$ cat config.mk
export PLATFORM = sky130hd
export DESIGN_NAME = flux_demux_sink
export DESIGN_NICKNAME = d
export VERILOG_FILES = /design/src/rtl/flux_pkg.sv /design/src/rtl/flux_fifo.sv /design/src/rtl/flux_demux_sink.sv
export SDC_FILE = /design/constraint.sdc
export NUM_CORES = 1
export LEC_CHECK = 0
export BUFFER_PORTS_ARGS = -buffer_cell sky130_fd_sc_hd__buf_2
export CAP_MARGIN = 20
export CORE_MARGIN = 5
export CORE_UTILIZATION = 62
export CTS_CLUSTER_SIZE = 28
export DETAILED_ROUTE_END_ITERATION = 7
export PLACE_DENSITY_LB_ADDON = 0.25
export SLEW_MARGIN = 10
export SYNTH_ARGS = -nofsm -noshare
export SYNTH_HDL_FRONTEND = slang
export SYNTH_SLANG_ARGS = --single-unit
$ cat constraint.sdc
create_clock -name clk -period 2.9 [get_ports clk]
set_input_delay 0.435 -clock clk [delete_from_list [all_inputs] [get_ports clk]]
set_output_delay 0.435 -clock clk [all_outputs]
set_load 0.01 [all_outputs]
$ cat src/rtl/flux_pkg.sv
// flux_pkg: helpers shared by flux_demux_sink and the upstream wrappers that
// build tokens for it.
//   tag_width()     - bits needed to name FLUX streams, never less than 1
//   token_tag()     - tag field of a token (the top tag_w bits)
//   token_payload() - payload field of a token (the low data_w bits)
// Tokens are passed zero-extended to MAX_TOKEN_W bits, so one pair of helpers
// serves every token width up to 64.
package flux_pkg;

    localparam int unsigned MAX_TOKEN_W = 64;

    function automatic int unsigned tag_width(input int unsigned n);
        return (n <= 1) ? 1 : $clog2(n);
    endfunction

    function automatic logic [MAX_TOKEN_W-1:0] token_tag(
        input logic [MAX_TOKEN_W-1:0] tok,
        input int unsigned            width,
        input int unsigned            tag_w
    );
        logic [MAX_TOKEN_W-1:0] mask;
        mask = (MAX_TOKEN_W'(1) << tag_w) - MAX_TOKEN_W'(1);
        return (tok >> (width - tag_w)) & mask;
    endfunction

    function automatic logic [MAX_TOKEN_W-1:0] token_payload(
        input logic [MAX_TOKEN_W-1:0] tok,
        input int unsigned            data_w
    );
        logic [MAX_TOKEN_W-1:0] mask;
        mask = (MAX_TOKEN_W'(1) << data_w) - MAX_TOKEN_W'(1);
        return tok & mask;
    endfunction

endpackage

$ cat src/rtl/flux_fifo.sv
// flux_fifo: first-word-fall-through FIFO, one per flux.
//   clk, rst : clock, asynchronous active-high reset (pointers/count only)
//   push/din : write strobe and payload, ignored when full
//   pop      : read strobe, ignored when empty
//   dout     : head entry, valid whenever empty=0
//   empty    : count==0,  full : count==DEPTH
// DEPTH must be a power of two so the pointers wrap naturally.
module flux_fifo #(
    parameter int DATA_WIDTH = 8,
    parameter int DEPTH      = 4
) (
    input  logic                  clk,
    input  logic                  rst,
    input  logic                  push,
    input  logic                  pop,
    input  logic [DATA_WIDTH-1:0] din,
    output logic [DATA_WIDTH-1:0] dout,
    output logic                  empty,
    output logic                  full
);
    localparam int PW = $clog2(DEPTH);
    localparam int CW = $clog2(DEPTH + 1);

    logic [DATA_WIDTH-1:0] mem [DEPTH];
    logic [PW-1:0]         wr_ptr, rd_ptr;
    logic [CW-1:0]         count;
    logic                  do_push, do_pop;

    assign empty   = (count == '0);
    assign full    = (count == CW'(DEPTH));
    assign do_push = push & ~full;
    assign do_pop  = pop & ~empty;
    assign dout    = mem[rd_ptr];

    always_ff @(posedge clk or posedge rst) begin
        if (rst) begin
            wr_ptr <= '0;
            rd_ptr <= '0;
            count  <= '0;
        end else begin
            if (do_push) wr_ptr <= wr_ptr + 1'b1;
            if (do_pop)  rd_ptr <= rd_ptr + 1'b1;
            case ({do_push, do_pop})
                2'b10:   count <= count + 1'b1;
                2'b01:   count <= count - 1'b1;
                default: count <= count;
            endcase
        end
    end

    // Storage carries no reset; stale entries are unreachable once count is 0.
    always_ff @(posedge clk) begin
        if (do_push) mem[wr_ptr] <= din;
    end

endmodule

$ cat src/rtl/flux_demux_sink.sv
// flux_demux_sink: splits one tagged token stream into FLUX FWFT FIFOs.
//   clk, rst          : clock, asynchronous active-high reset
//   in_port_write     : upstream token strobe
//   in_port_datain    : {tag, payload}
//   in_port_full      : stall upstream while any flux FIFO is full
//   out_port_read     : per-flux pop strobes
//   out_port_dataout  : per-flux head payloads, flux f at [f*DATA_WIDTH +: DATA_WIDTH]
//   out_port_empty    : per-flux empty flags
// Optional (macro FLUX_DEMUX_STATS_EN):
//   stat_count        : per-flux accepted-token counters, 16 bits each, saturating
//   stat_drop         : count of tokens dropped for an out-of-range tag, saturating
module flux_demux_sink
    import flux_pkg::*;
#(
    parameter int WIDTH = 9,
    parameter int FLUX  = 2,
    parameter int DEPTH = 4
) (
    input  logic                             clk,
    input  logic                             rst,
    input  logic                             in_port_write,
    input  logic [WIDTH-1:0]                 in_port_datain,
    output logic                             in_port_full,
    input  logic [FLUX-1:0]                  out_port_read,
    output logic [FLUX*(WIDTH-tag_width(FLUX))-1:0] out_port_dataout,
    output logic [FLUX-1:0]                  out_port_empty
`ifdef FLUX_DEMUX_STATS_EN
    ,
    output logic [FLUX*16-1:0]               stat_count,
    output logic [15:0]                      stat_drop
`endif
);
    localparam int TAG_WIDTH  = tag_width(FLUX);
    localparam int DATA_WIDTH = WIDTH - TAG_WIDTH;

    logic [MAX_TOKEN_W-1:0] token_ext;
    logic [TAG_WIDTH-1:0]   tag;
    logic [DATA_WIDTH-1:0]  payload;
    logic                   accept, tag_ok;
    logic [FLUX-1:0]        push_vec, full_vec;

    assign token_ext = MAX_TOKEN_W'(in_port_datain);
    assign tag       = TAG_WIDTH'(token_tag(token_ext, WIDTH, TAG_WIDTH));
    assign payload   = DATA_WIDTH'(token_payload(token_ext, DATA_WIDTH));

    // Upstream cannot know the next tag, so any full FIFO stalls the whole port.
    assign in_port_full = |full_vec;
    assign accept       = in_port_write & ~in_port_full;
    assign tag_ok       = (int'(tag) < FLUX);

    genvar g;
    generate
        for (g = 0; g < FLUX; g++) begin : g_flux
            assign push_vec[g] = accept & tag_ok & (int'(tag) == g);

            flux_fifo #(.DATA_WIDTH(DATA_WIDTH), .DEPTH(DEPTH)) u_fifo (
                .clk   (clk),
                .rst   (rst),
                .push  (push_vec[g]),
                .pop   (out_port_read[g]),
                .din   (payload),
                .dout  (out_port_dataout[g*DATA_WIDTH +: DATA_WIDTH]),
                .empty (out_port_empty[g]),
                .full  (full_vec[g])
            );

`ifdef FLUX_DEMUX_STATS_EN
            logic [15:0] cnt_q;
            always_ff @(posedge clk or posedge rst) begin
                if (rst)                               cnt_q <= '0;
                else if (push_vec[g] && cnt_q != '1)   cnt_q <= cnt_q + 1'b1;
            end
            assign stat_count[g*16 +: 16] = cnt_q;
`endif
        end
    endgenerate

`ifdef FLUX_DEMUX_STATS_EN
    logic [15:0] drop_q;
    always_ff @(posedge clk or posedge rst) begin
        if (rst)                                  drop_q <= '0;
        else if (accept && !tag_ok && drop_q != '1) drop_q <= drop_q + 1'b1;
    end
    assign stat_drop = drop_q;
`endif

endmodule

# After elaboration in Yosys (flattened, before gate mapping)
# Memories as Yosys holds them, arrays and structs flattened.
# Index checks and enable logic that the tools add are counted.
[totals]
register_bits = 14
mem_bits_rw = 64
input_bits = 14
output_inout_bits = 19
elab_cells = 46
memories = 2
[mem_list]
columns = ["name", "depth", "width", "read_ports", "rd_clocked_by_memory_dff", "write_ports", "line", "text"]
rows = [
  ["g_flux[0].u_fifo.mem", 4, 8, 1, 0, 1, "flux_fifo.sv:24", "logic [DATA_WIDTH-1:0] mem [DEPTH];"],
  ["g_flux[1].u_fifo.mem", 4, 8, 1, 0, 1, "flux_fifo.sv:24", ""],
]
[op_classes]
add_sub_neg = 8
n_eq_ne = 6
n_mux = 6
bitwise_logic = 13
reduce_logical = 5
[op_table]
columns = ["op", "n"]
rows = [
  ["3-bit one-hot mux with 2 select lines", 2],
  ["2-bit by 1-bit adder with 2-bit output, second input constant", 4],
  ["1-bit AND", 7],
  ["3-bit by 1-bit adder with 3-bit output, second input constant", 2],
  ["3-bit equality test, second input constant", 2],
  ["3-bit zero test", 2],
  ["1-bit NOT", 6],
  ["3-bit by 1-bit subtractor with 3-bit output, second input constant", 2],
  ["2-bit by 1-bit equality test with 1-bit output, second input constant", 2],
  ["2-bit equality test, second input constant", 2],
  ["1-bit two-way mux", 4],
  ["2-bit nonzero test", 2],
  ["2-bit OR reduction", 1],
]

# Depth between registers and ports, before layout
# Gate-level depths: netlist of run 1.
[depth]
word_depth = 8
ltp_mapped = 9
mapped_depth_nobuf = 9

# Cells and area by module
# From an unflattened synthesis of run 1, not the netlist that was laid out.
[unflattened]
cells_unflattened = 163
area_unflattened_um2 = 3226.8
[modules_own_cells]
columns = ["mod", "n_inst", "cells_per_inst", "area_each_um2", "seq_area_each_um2"]
rows = [
  ["flux_fifo", 2, 80, 1596.5, 1136.1],
  ["flux_demux_sink", 1, 3, 33.8, 0.0],
]

# Worst setup path after synthesis of run 1
# Ideal clock, no wire load.
[synth_path]
path_type = "register to register"
from = "register g_flux[1].u_fifo.count[0]"
to = "register g_flux[1].u_fifo.count[2]"
setup_ns = 0.080
t_arrival_ns = 1.891
required_time_ns = 2.820
slack_ns = 0.930
path_stages_with_launch = 10
path_buffers = 0
period_less_slack_ns = 1.970
cell_sequence = "dfrtp_1 -> nor2_1 -> a221oi_4 -> inv_1 -> ha_1 -> inv_1 -> fa_1 -> xor2_1 -> nor2_1 -> xor2_1"
[synth_between]
elab_chain_len = 8
word_cells_on_any_way = 16
cone_classes = "2 x add/sub; 3 x eq/ne; 1 x mux; 7 x bitwise; 3 x reduce/logical"
[synth_rtl]
columns = ["item", "line", "text"]
rows = [
  ["from (decl)", "flux_fifo.sv:26", "logic [CW-1:0] count;"],
  ["from (signal assigned)", "flux_fifo.sv:44", "2'b10: count <= count + 1'b1;"],
  ["from (signal assigned)", "flux_fifo.sv:45", "2'b01: count <= count - 1'b1;"],
  ["from (signal assigned)", "flux_fifo.sv:46", "default: count <= count;"],
  ["3-bit equality test", "flux_fifo.sv:30", "assign full = (count == CW'(DEPTH));"],
  ["2-bit OR reduction", "flux_demux_sink.sv:47", "assign in_port_full = |full_vec;"],
  ["1-bit NOT", "flux_demux_sink.sv:48", "assign accept = in_port_write & ~in_port_full;"],
  ["1-bit AND", "flux_demux_sink.sv:48", ""],
  ["1-bit AND", "flux_demux_sink.sv:54", "assign push_vec[g] = accept & tag_ok & (int'(tag) == g);"],
  ["1-bit AND", "flux_fifo.sv:31", "assign do_push = push & ~full;"],
  ["2-bit by 1-bit equality test with 1-bit output or 2-bit equality test (tied branches)", "flux_fifo.sv:43", "case ({do_push, do_pop})"],
  ["3-bit one-hot mux with 2 select lines or 2-bit nonzero test (tied branches)", "-", ""],
]
# Several ways; a longest one is shown, not always the timed one.
# A chain may end at the register's enable or synchronous reset.

# Worst setup path after layout of run 1
[layout_path]
from = "register g_flux[1].u_fifo.count[0]"
to = "register g_flux[0].u_fifo.count[2]"
[layout_between]
elab_chain_len = 8
word_cells_on_any_way = 10
cone_classes = "3 x eq/ne; 1 x mux; 4 x bitwise; 2 x reduce/logical"
[layout_rtl]
columns = ["item", "line"]
rows = [
  ["3-bit equality test *", "flux_fifo.sv:30"],
  ["2-bit OR reduction *", "flux_demux_sink.sv:47"],
  ["1-bit NOT *", "flux_demux_sink.sv:48"],
  ["1-bit AND *", "flux_demux_sink.sv:48"],
  ["1-bit AND *", "flux_demux_sink.sv:54"],
  ["1-bit AND *", "flux_fifo.sv:31"],
  ["2-bit by 1-bit equality test with 1-bit output or 2-bit equality test (tied branches)", "flux_fifo.sv:43"],
  ["3-bit one-hot mux with 2 select lines or 2-bit nonzero test (tied branches)", "-"],
  ["to (signal assigned)", "flux_fifo.sv:44"],
  ["to (signal assigned)", "flux_fifo.sv:45"],
  ["to (signal assigned)", "flux_fifo.sv:46"],
  ["to (decl)", "flux_fifo.sv:26"],
]
# Mark *: on every way between the ends. The rest lies on a longest branch, timed or not.

==> results of run 1 <==
[stage by stage]
stage	total power, mW	instances	utilization	cell area, um2	hold slack (ps)
2_1_floorplan	2.42	164	-	3220	324
3_3_place_gp	2.66	260	0.677	3440	510
3_5_place_dp	2.75	260	0.677	3440	530
4_1_cts	3.57	275	0.717	3640	164
5_1_grt	3.72	275	0.717	3640	204
6_report	3.53	275	0.717	3640	169
[cell families after synthesis]
| family | share of synthesized area |
|---|---|
| AOI/OAI and AO/OA | 0.0252 |
| xor gates and xnor gates | 0.0326 |
| and+or+nand+nor | 0.0330 |
| muxes | 0.127 |
| adders and majority gates | 0.0513 |
| buffers and inverters | 0.0252 |
| DFF | 0.705 |
[power breakdown]
group          total [mW]  switching, mW  leakage (nW)  internal (mW)
logic                1.02          0.473         0.518          0.546
clock network       0.823          0.349        0.0974          0.474
registers            1.68          0.260         0.743           1.42
[Yosys cell counts]
| master | n | area, um2 |
|---|---|---|
| sky130_fd_sc_hd__a221oi_4 | 2 | 52.6 |
| sky130_fd_sc_hd__ha_1 | 10 | 125 |
| sky130_fd_sc_hd__dfrtp_1 | 14 | 350 |
| sky130_fd_sc_hd__mux2i_1 | 2 | 20.0 |
| sky130_fd_sc_hd__o31a_2 | 1 | 10.0 |
| sky130_fd_sc_hd__buf_1 | 2 | 7.51 |
| sky130_fd_sc_hd__nor2_1 | 3 | 11.3 |
| sky130_fd_sc_hd__buf_4 | 2 | 15.0 |
| sky130_fd_sc_hd__nor2_2 | 1 | 6.26 |
| sky130_fd_sc_hd__buf_2 | 2 | 10.0 |
| sky130_fd_sc_hd__fa_1 | 2 | 40.0 |
| sky130_fd_sc_hd__nand2_1 | 3 | 11.3 |
| sky130_fd_sc_hd__xnor2_1 | 6 | 52.6 |
| sky130_fd_sc_hd__o31a_1 | 1 | 8.76 |
| sky130_fd_sc_hd__or2b_1 | 1 | 7.51 |
| sky130_fd_sc_hd__a22o_2 | 1 | 10.0 |
| sky130_fd_sc_hd__nor3_1 | 2 | 10.0 |
| sky130_fd_sc_hd__inv_1 | 13 | 48.8 |
| sky130_fd_sc_hd__and2_2 | 8 | 60.1 |
| sky130_fd_sc_hd__edfxtp_1 | 64 | 1920 |
| sky130_fd_sc_hd__xor2_1 | 6 | 52.6 |
| sky130_fd_sc_hd__mux2_4 | 2 | 30.0 |
| sky130_fd_sc_hd__mux4_2 | 16 | 360 |
[worst max-delay path by stage]
stage                                    start                   endpoint  cells after the start  slack (ps)
floorplan            g_flux[1].u_fifo.count[0]  g_flux[1].u_fifo.count[2]                      9         930
global placement             in_port_datain[8]  g_flux[0].u_fifo.count[2]                     10         820
detailed placement   g_flux[1].u_fifo.count[0]  g_flux[1].u_fifo.count[2]                      9         670
CTS                 g_flux[0].u_fifo.rd_ptr[0]        out_port_dataout[1]                      2         610
global route        g_flux[0].u_fifo.rd_ptr[0]        out_port_dataout[1]                      2         550
finish               g_flux[1].u_fifo.count[0]  g_flux[0].u_fifo.count[2]                      9         660
[final cells by class]
type | count | area share
clock buffer | 10 | 0.0351
clock inverter | 5 | 0.0206
inverter | 13 | 0.0134
multi-input combinational | 67 | 0.239
sequential | 78 | 0.624
tap | 70 | 0.0241
timing repair buffer | 32 | 0.0440
[sequential cells by signal, summed over array words and instances (netlist names)]
signal and flops:
g_flux.u_fifo.mem 64, g_flux.u_fifo.count 6, g_flux.u_fifo.wr_ptr 4, g_flux.u_fifo.rd_ptr 4
[routing by layer]
metal / up-vias / track usage / part of all wire
met5: - / 0 / 0
met4: 0 / 0.0748 / 0.0064
met3: 4 / 0.0351 / 0.045
met2: 32 / 0.320 / 0.55
met1: 760 / 0.206 / 0.40
li1: 687 / - / -
==> results by stage, run 1 <==
Worst setup path:
- STA classifies the critical path startpoint as a register.
- The worst register-to-register path has a depth of 9.
- The worst register-to-register path ends at g_flux[0].u_fifo.count[2].
- The critical path goes through nor2_1 > a221oi_4 > inv_1 > ha_1 > inv_1 > fa_1 > xor2_1 > nor2_1 > xor2_1.
- Of all nets on the critical path, the largest fanout is 7.
- By startpoint and endpoint, the worst setup path is classified as reg -> reg.
- The setup slack on the worst flop-to-flop path is 660 ps.
- The required time at the worst-slack endpoint is 3150 ps.
- In this run the critical register-to-register path is launched from g_flux[1].u_fifo.count[0].
- Among all stages on the critical path, the largest delay is contributed by sky130_fd_sc_hd__dfrtp_1.
- The signal arrival time at the worst endpoint is 2480 ps.
- The delay contributed by the slowest stage of the critical path is 440 ps.
- In this design, the largest share of critical-path delay is due to adder cells.
- The worst setup path is captured at a register.
- Together, buffers and inverters on the worst path number 2.

GRT:
- The number of global-route vias before repair came to 1628.
- For this run, the total global-route usage over all layers was measured as 0.178.
- The number of antenna violations at the first check in global routing was 0.
- The largest net degree at the start of global routing is 15.
- The global-route wire length before repair is 8.34 mm.
- The final global-route overflow total is 0.

Placed design:
- The placer's final routability congestion estimate is 0.793.
- In this run the tool buffered the top-level ports with 32 buffer cells.
- The worst setup timing slack at the placement stage is 673 ps.
- The wire-length estimate of the detail-placed layout is 3.60 mm.

Logic synthesis:
- Synthesis produced 164 cells.
- The share of the Yosys chip area taken by registers is 0.705.
- The average size of a mapped cell is 19.6 um2.
- The cell area after technology mapping is 0.00322 mm2.
- Yosys printed 0 warnings.
- The net count after synthesis is 190.
- After synthesis the netlist holds a flip-flop and latch count of 78.
- Synthesis instantiated 23 different standard cells from the library.

Floorplanning:
- The placement row count is 26.
- The initial utilization of the core area, before any placement, comes to 0.635.
- The area of the placeable core is 0.00507 mm2.
- The floorplan step set the die width to 82.1 um.
- The vertical die dimension is 82.1 um.
- Pin placement for this block handled 33 I/O pins.
- The die covers 0.00674 mm2.

Layout:
- For this run, the post-layout net count is 227.
- The number of fill cells in the layout is 331.
- In the layout the commonest cells are 64 x sky130_fd_sc_hd__edfxtp_1, 32 x sky130_fd_sc_hd__buf_2, 16 x sky130_fd_sc_hd__mux4_2, 14 x sky130_fd_sc_hd__dfrtp_1, 13 x sky130_fd_sc_hd__inv_1.
- The leading cell type in the layout, fill and taps excluded is sky130_fd_sc_hd__edfxtp_1.
- The combined area of the multi-input logic cells is 868 um2.
- The share of post-route cells with drive strength above 1 is 0.366.
- 0 antenna diodes ended up in the layout.
- The sequential standard cell area is 0.00227 mm2.
- The layout overhead on the synthesized area is 13.0%.

Power:
- For this design the ratio of total power to cell area is 969 mW/mm2.
- In this run the static leakage power is 1.36 nW.
- IR analysis of the VDD net gives a maximum drop of 619 uV.

Timing:
- Setup violations remaining at the end of the flow were counted as 0.
- The final total negative setup slack is 0 ps.
- Headroom to the max-slew limit came out at 0.593.
- The final critical delay including setup and external delays is 2240 ps.
- The worst clock skew is 7.99 ps.
- The maximum operating frequency is 447 MHz.
- Setup repair after global routing left no endpoint under its margin.
- The count of final hold-check violations is 0.
- Once routing completed, OpenROAD measured the worst setup slack at 663 ps.
- The final-report max-slew violation count is 0.
- For the pin with the worst max-slew slack, the measured transition is 610 ps.
- The final clock period utilization by the worst path is 0.771.

CTS:
- The number of H-tree levels is 3.
- The number of gates resized after cts is 0.
- Clock-pin slew was measured on the worst setup and hold paths at 80 ps.
- The clock drives 78 sinks.
- The TritonCTS clock tree is done.
- The clock passes through at most 2 buffers.
- Post-CTS timing repair inserted 0 buffers for setup.
- The cell at the root of the clock tree is sky130_fd_sc_hd__clkbuf_8.
- The number of buffers created by CTS is 9.
- The number of hold buffers added after CTS was 0.
- The clock network latency to the later pin of the worst-skew pair is 330 ps.

Status:
- The flow ran to the end, and the final reports show no timing, DRC or antenna violations.

Detailed routing:
- The first TritonRoute pass finished after 4 iterations.
- After the first detailed-routing iteration, the DRC count stood at 115.
- The number of remaining DRC errors is 0.
- The wire length after detailed routing is 5.17 mm.
- In the final routed layout, each cell accounts on average for 18.8 um.
- The count of nets left with antenna violations after detail routing is 0.
- Using the TritonRoute via totals, the vias-per-cell ratio works out to 5.39.
- The final route contains 1483 vias.

Worst hold path:
- In this run the worst hold path is classified as in -> async.

Job:
- The tool flagged a number of max-cap violations equal to 0.
Power figures use the tool's default switching activity.
==> run 2: changes to the inputs <==
--- a/config.mk
+++ b/config.mk
@@ -8,7 +8,7 @@
 export BUFFER_PORTS_ARGS = -buffer_cell sky130_fd_sc_hd__buf_2
 export CAP_MARGIN = 20
 export CORE_MARGIN = 5
-export CORE_UTILIZATION = 62
+export CORE_UTILIZATION = 58
 export CTS_CLUSTER_SIZE = 28
 export DETAILED_ROUTE_END_ITERATION = 7
 export PLACE_DENSITY_LB_ADDON = 0.25
==> constraint.sdc (replaced) <==
create_clock -name clk -period 2.25 [get_ports clk]
set_input_delay 0.3375 -clock clk [delete_from_list [all_inputs] [get_ports clk]]
set_output_delay 0.3375 -clock clk [all_outputs]
set_load 0.01 [all_outputs]
==> run 2 against run 1 <==
Effect of this change:
- core utilization shrank 3.9 points
- sequential share of layout area shrank 0.85 points
- critical endpoint is now out_port_dataout[10]
- non-clock buffer count grew 2
- routed wire length grew 0.75%
- global-route usage shrank 1.1 points
- register-to-register slack lost 450 ps
- sequential cell count is the same
- cell count grew 1.8%
- die area grew 6.0%
- setup slack lost 520 ps
- largest power group unchanged
- total power grew 32%
- critical path type is now reg -> out
- clock skew shrank 2.6 ps
- largest cell class unchanged
==> results by stage, run 2 (synthesized netlist as in run 1, its figures left out) <==
Detailed routing:
- Dividing the detail-routed wire length by the instance count gives 18.6 um.
- In the routed design, unresolved DRC markers number 0.
- The count of nets left with antenna violations after detail routing is 0.
- The routed via count divided by cell count is 5.45.
- The total via count after detailed routing is 1525.
- For this block, the initial DRC count from the detailed router was 125.
- The pre-antenna-repair detailed-routing pass consisted of 4 iterations.
- For this block, the routed nets add up to 5.21 mm of wire.

Timing:
- The worst slew slack as a fraction of its limit is 0.600.
- The final-report max-slew violation count is 0.
- The total setup violations reported at the end of the flow is 0.
- For the final database, setup skew stands at 5.37 ps.
- Counting I/O delays and the setup requirement, the final critical path takes 2110 ps.
- The minimum hold slack is 56.7 ps.
- After routing, the total negative slack on setup checks comes to 0 ps.
- Based on the critical path, the design can be clocked at up to 474 MHz.
- The count of final hold-check violations is 0.
- Of the available clock period, the critical path in the final layout requires 0.938.
- The final worst slack is 140 ps.
- The slew at the pin closest to its max-slew limit is 600 ps.
- Setup repair after global routing left no endpoint under its margin.

Worst setup path:
- The required time at the worst-slack endpoint is 1910 ps.
- The delay contributed by the slowest stage of the critical path is 690 ps.
- The kind of cell with the highest combined delay along the critical path is flip-flops.
- The cell with the biggest individual delay on the critical path is sky130_fd_sc_hd__dfrtp_1.
- The signal on the critical path passes through mux4_2 > buf_2.
- The worst setup path is captured at an output pin.
- The number of buffers and inverters on the critical path is 1.
- The launch point of the worst path is g_flux[1].u_fifo.rd_ptr[0].
- Along the worst path, the maximum fanout reaches 9.
- In this run the worst setup path terminates at out_port_dataout[10].
- The terminus of the critical flop-to-flop path is g_flux[0].u_fifo.count[2].
- The signal arrival time at the worst endpoint is 1770 ps.
- The critical path launch point type is a register.
- The type of the worst setup path is reg -> out.
- The critical path runs through a total of 2 cells.
- The startpoint identified for the worst register-to-register timing path is g_flux[0].u_fifo.count[0].
- The setup slack on the worst flop-to-flop path is 210 ps.
- The cell depth of the worst flop-to-flop path is 9.

Placed design:
- The count of input and output buffers is 32.
- Prior to clock tree synthesis, the placed netlist has a worst setup slack of 39.5 ps.
- The placer's final routability congestion estimate is 0.769.
- Detailed placement ended at an HPWL of 3.64 mm.

Worst hold path:
- The worst min-delay path class is in -> async.

Layout:
- The sequential standard cell area is 0.00227 mm2.
- Compared with the post-synthesis result, the final layout area differs by 14.5%.
- The library cell used most frequently in the layout, excluding fill and tap cells, is sky130_fd_sc_hd__edfxtp_1.
- In the layout the commonest cells are 64 x sky130_fd_sc_hd__edfxtp_1, 32 x sky130_fd_sc_hd__buf_2, 16 x sky130_fd_sc_hd__mux4_2, 14 x sky130_fd_sc_hd__dfrtp_1, 13 x sky130_fd_sc_hd__inv_1.
- The number of diodes added for antenna fixing is 0.
- The final layout net count is 229.
- More flip-flops sit in one register than any other, and that register is g_flux.u_fifo.mem.
- The share of post-route cells with drive strength above 1 is 0.389.
- The filler cells instantiated in the layout total 357.
- The largest registers in the layout are g_flux.u_fifo.mem x64, g_flux.u_fifo.count x6.
- The combined area of the multi-input logic cells is 881 um2.
- The register with the most flip-flops in the layout has 64 of them.

Power:
- For this design the static power due to leakage is 1.38 nW.
- In this run the power density over the cells is 1260 mW/mm2.
- IR analysis of the VDD net gives a maximum drop of 692 uV.

CTS:
- The longest clock path from root to sink contains 2 buffers.
- The TritonCTS clock tree is done.
- The clock net in this run drives a total of 78 sinks.
- The clock tree synthesis step divided the H-tree into 3 levels.
- The number of buffers created by CTS is 9.
- The clock network latency to the later pin of the worst-skew pair is 330 ps.
- The hold buffer count at CTS is 0.
- The number of gates resized after cts is 0.
- Clock tree synthesis selected as its root buffer the cell sky130_fd_sc_hd__clkbuf_8.
- Clock-pin slew was measured on the worst setup and hold paths at 80 ps.
- The post-CTS repair timing setup buffer count is 0.

Floorplanning:
- The starting density of the core is 0.592.
- The vertical die dimension is 84.5 um.
- The die is 84.5 um wide.
- The die outline area is 0.00715 mm2.
- The I/O pin total is 33.
- The core region is 0.00544 mm2.
- The floorplan has 27 rows.

GRT:
- The global-route wire length before repair is 8.81 mm.
- The final global-route overflow total is 0.
- The number of antenna violations at the first check in global routing is 0.
- The number of global-route vias before repair came to 1709.
- Entering global routing, the biggest net connects 15 pins.
- Across every metal layer, demand over resource in global routing totals 0.167.

Job:
- The tool flagged a number of max-cap violations equal to 0.

Status:
- The run finished with clean final reports.
## run 2: cell count changes in the layout (fill, tap and decap cells not counted), sizes merged
cell and change:
buf +2, clkinv +1
## run 2: worst reg2reg max path, stage by stage (launching register included)
cell,delay [ps]
sky130_fd_sc_hd__dfrtp_1,460
sky130_fd_sc_hd__nor2_4,90
sky130_fd_sc_hd__a221oi_4,440
sky130_fd_sc_hd__inv_1,90
sky130_fd_sc_hd__ha_1,220
sky130_fd_sc_hd__inv_1,70
sky130_fd_sc_hd__fa_1,180
sky130_fd_sc_hd__xor2_1,150
sky130_fd_sc_hd__nor2_1,70
sky130_fd_sc_hd__xor2_1,150
## run 2: power breakdown
group	leakage (nW)	internal, mW	total (mW)	switching (mW)
clock	0.110	0.651	1.13	0.479
sequential	0.743	1.83	2.15	0.318
combinational	0.529	0.735	1.38	0.641
## run 2: area by class of cell
| cell class | instances | area share |
|---|---|---|
| timing repair buffer | 34 | 0.0475 |
| inverter | 13 | 0.0132 |
| multi-input combinational | 67 | 0.239 |
| clock buffer | 10 | 0.0373 |
| tap | 72 | 0.0244 |
| clock inverter | 6 | 0.0231 |
| sequential | 78 | 0.616 |
## run 2: worst min-delay path by stage
stage | from | to | slack [ps] | cells past startpoint
6_report | rst | g_flux[1].u_fifo.rd_ptr[0] | 60 | 2
3_3_place_gp | rst | g_flux[1].u_fifo.rd_ptr[0] | 420 | 2
2_1_floorplan | rst | g_flux[0].u_fifo.count[0] | 230 | 1
3_5_place_dp | rst | g_flux[1].u_fifo.wr_ptr[1] | 440 | 2
4_1_cts | rst | g_flux[1].u_fifo.wr_ptr[1] | 60 | 2
5_1_grt | rst | g_flux[1].u_fifo.wr_ptr[0] | 90 | 2
## run 2: per-stage QoR
step | utilization | instances | area [um2] | power (mW)
after CTS | 0.676 | 280 | 3680 | 4.70
after global placement | 0.635 | 264 | 3450 | 3.46
after floorplan | - | 164 | 3220 | 3.12
after global routing | 0.678 | 280 | 3690 | 4.96
final | 0.678 | 280 | 3690 | 4.66
after detailed placement | 0.635 | 264 | 3450 | 3.56
## run 2: per-layer routing
layer,part of all wire,vias to the layer above,wire length (um),GRT usage
li1,-,693,-,-
met1,0.39,795,2040,0.202
met2,0.55,33,2880,0.282
met3,0.049,4,256,0.0618
met4,0.0063,0,33,0.0475
met5,0,-,0,0
==> run 3: changes to the inputs <==
--- a/config.mk
+++ b/config.mk
@@ -11,7 +11,7 @@
 export CORE_UTILIZATION = 58
 export CTS_CLUSTER_SIZE = 28
 export DETAILED_ROUTE_END_ITERATION = 7
-export PLACE_DENSITY_LB_ADDON = 0.25
+export PLACE_DENSITY = 0.79
 export SLEW_MARGIN = 10
 export SYNTH_ARGS = -nofsm -noshare
 export SYNTH_HDL_FRONTEND = slang
==> run 3 against run 2 <==
Effect of this change:
- critical path depth unchanged
- sequential cell count unchanged
- global-route usage increased by 0.11 points
- combinational power about the same
- clock skew increased by 3.3 ps
- sequential share of layout area increased by 0.17 points
- core utilization decreased by 0.18 points
==> results by stage, run 3 (synthesized netlist as in run 1, its figures left out) <==
Timing:
- Dividing the final minimum period by the clock period gives 0.930.
- Headroom to the max-slew limit came out at 0.613.
- The final total negative setup slack is 0 ps.
- Based on the critical path, the design can be clocked at up to 478 MHz.
- On the final layout, the worst clock skew is 8.68 ps.
- The final-report max-slew violation count is 0.
- The final critical delay including setup and external delays is 2090 ps.
- Setup violations remaining at the end of the flow were counted as 0.
- The count of final hold-check violations is 0.
- The slew at the pin closest to its max-slew limit is 580 ps.
- Setup repair after global routing left no endpoint under its margin.

GRT:
- The number of antenna violations at the first check in global routing was 0.
- After global routing the overflow that remains totals 0.
- The number of global-route vias before repair is 1680.
- The first global-routing pass estimated 8.75 mm of wire.
- Entering global routing, the biggest net connects 15 pins.
- In the global route stage, overall resource usage came out at 0.168.

Power:
- The sequential power share is 0.461.
- The portion of total power attributed to the clock network is 0.239.
- In this run the static leakage power is 1.38 nW.
- The internal power summed over all cells is 3.23 mW.
- The share of total power dissipated in combinational logic is 0.300.
- The switching power is 1.42 mW.
- The net switching fraction of the power is 0.305.
- The areal power density over the cells is 1260 mW/mm2.
- Across the VDD grid, the largest voltage drop is 665 uV.

Worst setup path:
- In this run the critical register-to-register path is launched from g_flux[1].u_fifo.count[0].
- Across all register-to-register paths, the minimum setup slack is 170 ps.
- The number of cells on the worst reg-to-reg path is 9.
- At the worst endpoint, the arrival time is 1750 ps.
- The launch point of the worst path is g_flux[1].u_fifo.rd_ptr[0].
- The maximum fanout along the worst path is 9.
- The worst register-to-register path ends at g_flux[1].u_fifo.count[2].
- The critical path launch point type is a register.
- STA classifies the critical path endpoint as an output pin.
- At the worst endpoint, the required time is 1910 ps.
- By startpoint and endpoint, the worst setup path is classified as reg -> out.

Layout:
- Leaving out fill and tap cells, the most frequent cell in the layout is sky130_fd_sc_hd__edfxtp_1.
- In the final layout, the share of cells above drive strength 1 is 0.380.
- The layout overhead on the synthesized area is 14.2%.
- The filler cells instantiated in the layout total 366.
- The library cells used most frequently in the layout, excluding fill and tap cells, are 64 x sky130_fd_sc_hd__edfxtp_1, 32 x sky130_fd_sc_hd__buf_2, 16 x sky130_fd_sc_hd__mux4_2, 14 x sky130_fd_sc_hd__dfrtp_1, 13 x sky130_fd_sc_hd__inv_1.
- The largest registers in the layout are g_flux.u_fifo.mem x64, g_flux.u_fifo.count x6.
- The final layout net count is 229.
- With fillers left out, the area of the finished cells amounts to 0.00368 mm2.
- The register with the most flip-flops in the layout has 64 of them.
- The register with the most flip-flops in the final layout is g_flux.u_fifo.mem.
- The final non-filler cell total is 280.
- The number of antenna diodes in the final layout is 0.

CTS:
- The cell at the root of the clock tree is sky130_fd_sc_hd__clkbuf_8.
- Clock-pin slew was measured on the worst setup and hold paths at 70 ps.
- No sink is reached through more buffers than the 2 on the longest clock path.
- CTS built an H-tree with a depth of 3.
- The clock network latency to the later pin of the worst-skew pair is 340 ps.
- The number of buffers created by CTS is 9.
- CTS saw 78 sinks.
- TritonCTS built the clock tree.
- The post-CTS repair timing setup buffer count is 0.

Detailed routing:
- The detailed-route wire length per cell is 19.0 um.
- The count of nets left with antenna violations after detail routing is 0.
- The pre-antenna-repair detailed-routing pass consisted of 4 iterations.
- The wire length after detailed routing is 5.33 mm.
- The routed via count divided by cell count is 5.37.
- The number of remaining DRC errors is 0.
- The routed layout has 1503 vias.
- The detailed router finished its first iteration with 133 violations.

Placed design:
- The post-placement cell count is 264.
- Once detailed placement completed, the half-perimeter wirelength came to 3.71 mm.
- The placer's final routability congestion estimate is 0.724.
- The count of input and output buffers is 32.
- The placed instance area is 0.00345 mm2.

Floorplanning:
- The placement row count is 27.
- The die outline area is 0.00715 mm2.
- The area of the placeable core is 0.00544 mm2.
- In this run the count of I/O pins placed on the die edge is 33.
- The starting density of the core is 0.592.
- The vertical die dimension is 84.5 um.
- The horizontal die dimension is 84.5 um.

Job:
- Across the run, the number of max-cap violations was 0.

Worst hold path:
- The tightest min-delay check is of the in -> async type.

Status:
- The flow ran to the end, and the final reports show no timing, DRC or antenna violations.
run 3: changes by cell type in the layout (fill, tap and decap cells not counted), sizes merged:
cell and change:
clkinvlp -1, clkinv -2, clkbuf +3
run 3: stage by stage:
stage	setup WS [ps]	total power, mW	util	hold WS [ps]
6_report	159	4.65	0.677	47.9
5_1_grt	22.4	4.92	0.677	76.7
4_1_cts	45.5	4.71	0.675	49.4
3_5_place_dp	74.1	3.59	0.635	424
3_3_place_gp	210	3.45	0.635	405
2_1_floorplan	280	3.12	-	227
run 3: power groups by stage:
| stage | Clock, mW | Combinational (mW) | Sequential, mW |
|---|---|---|---|
| floorplan | 0 | 1.12 | 2.00 |
| global placement | 0 | 1.32 | 2.14 |
| detailed placement | 0 | 1.41 | 2.17 |
| CTS | 1.14 | 1.43 | 2.14 |
| global route | 1.20 | 1.53 | 2.18 |
| finish | 1.11 | 1.39 | 2.14 |
run 3: area by class of cell:
cell class	instances	area, um2	area share
repair buffers	34	175	0.0476
clock inverters	3	68.8	0.0187
well taps	72	90.1	0.0245
inverters	13	48.8	0.0133
clock buffers	13	149	0.0405
flip-flops and latches	78	2270	0.617
multi-input cells	67	876	0.238
run 3: worst max path at each step:
stage                                end  slack (ps)
2_1_floorplan  g_flux[1].u_fifo.count[2]         280
3_3_place_gp   g_flux[0].u_fifo.count[2]         210
4_1_cts        g_flux[1].u_fifo.count[2]          50
3_5_place_dp   g_flux[1].u_fifo.count[2]          70
5_1_grt             out_port_dataout[14]          20
6_report            out_port_dataout[14]         160
run 3: critical path, cell delays in order (launching register included):
cell	delay, ps
sky130_fd_sc_hd__dfrtp_1	680
sky130_fd_sc_hd__mux4_2	590
sky130_fd_sc_hd__buf_2	160
run 3: routing by layer:
layer,up-vias,track usage,wire (um)
li1,695,-,-
met1,767,0.191,2030
met2,35,0.298,2990
met3,6,0.0491,232
met4,0,0.0647,82
met5,-,0,0
run 3: what timing repair did:
action / 4_1_cts / 5_1_grt
gates resized for setup: 0 / 2
hold buffers: 0 / 0
setup endpoints to repair: 0 / 2
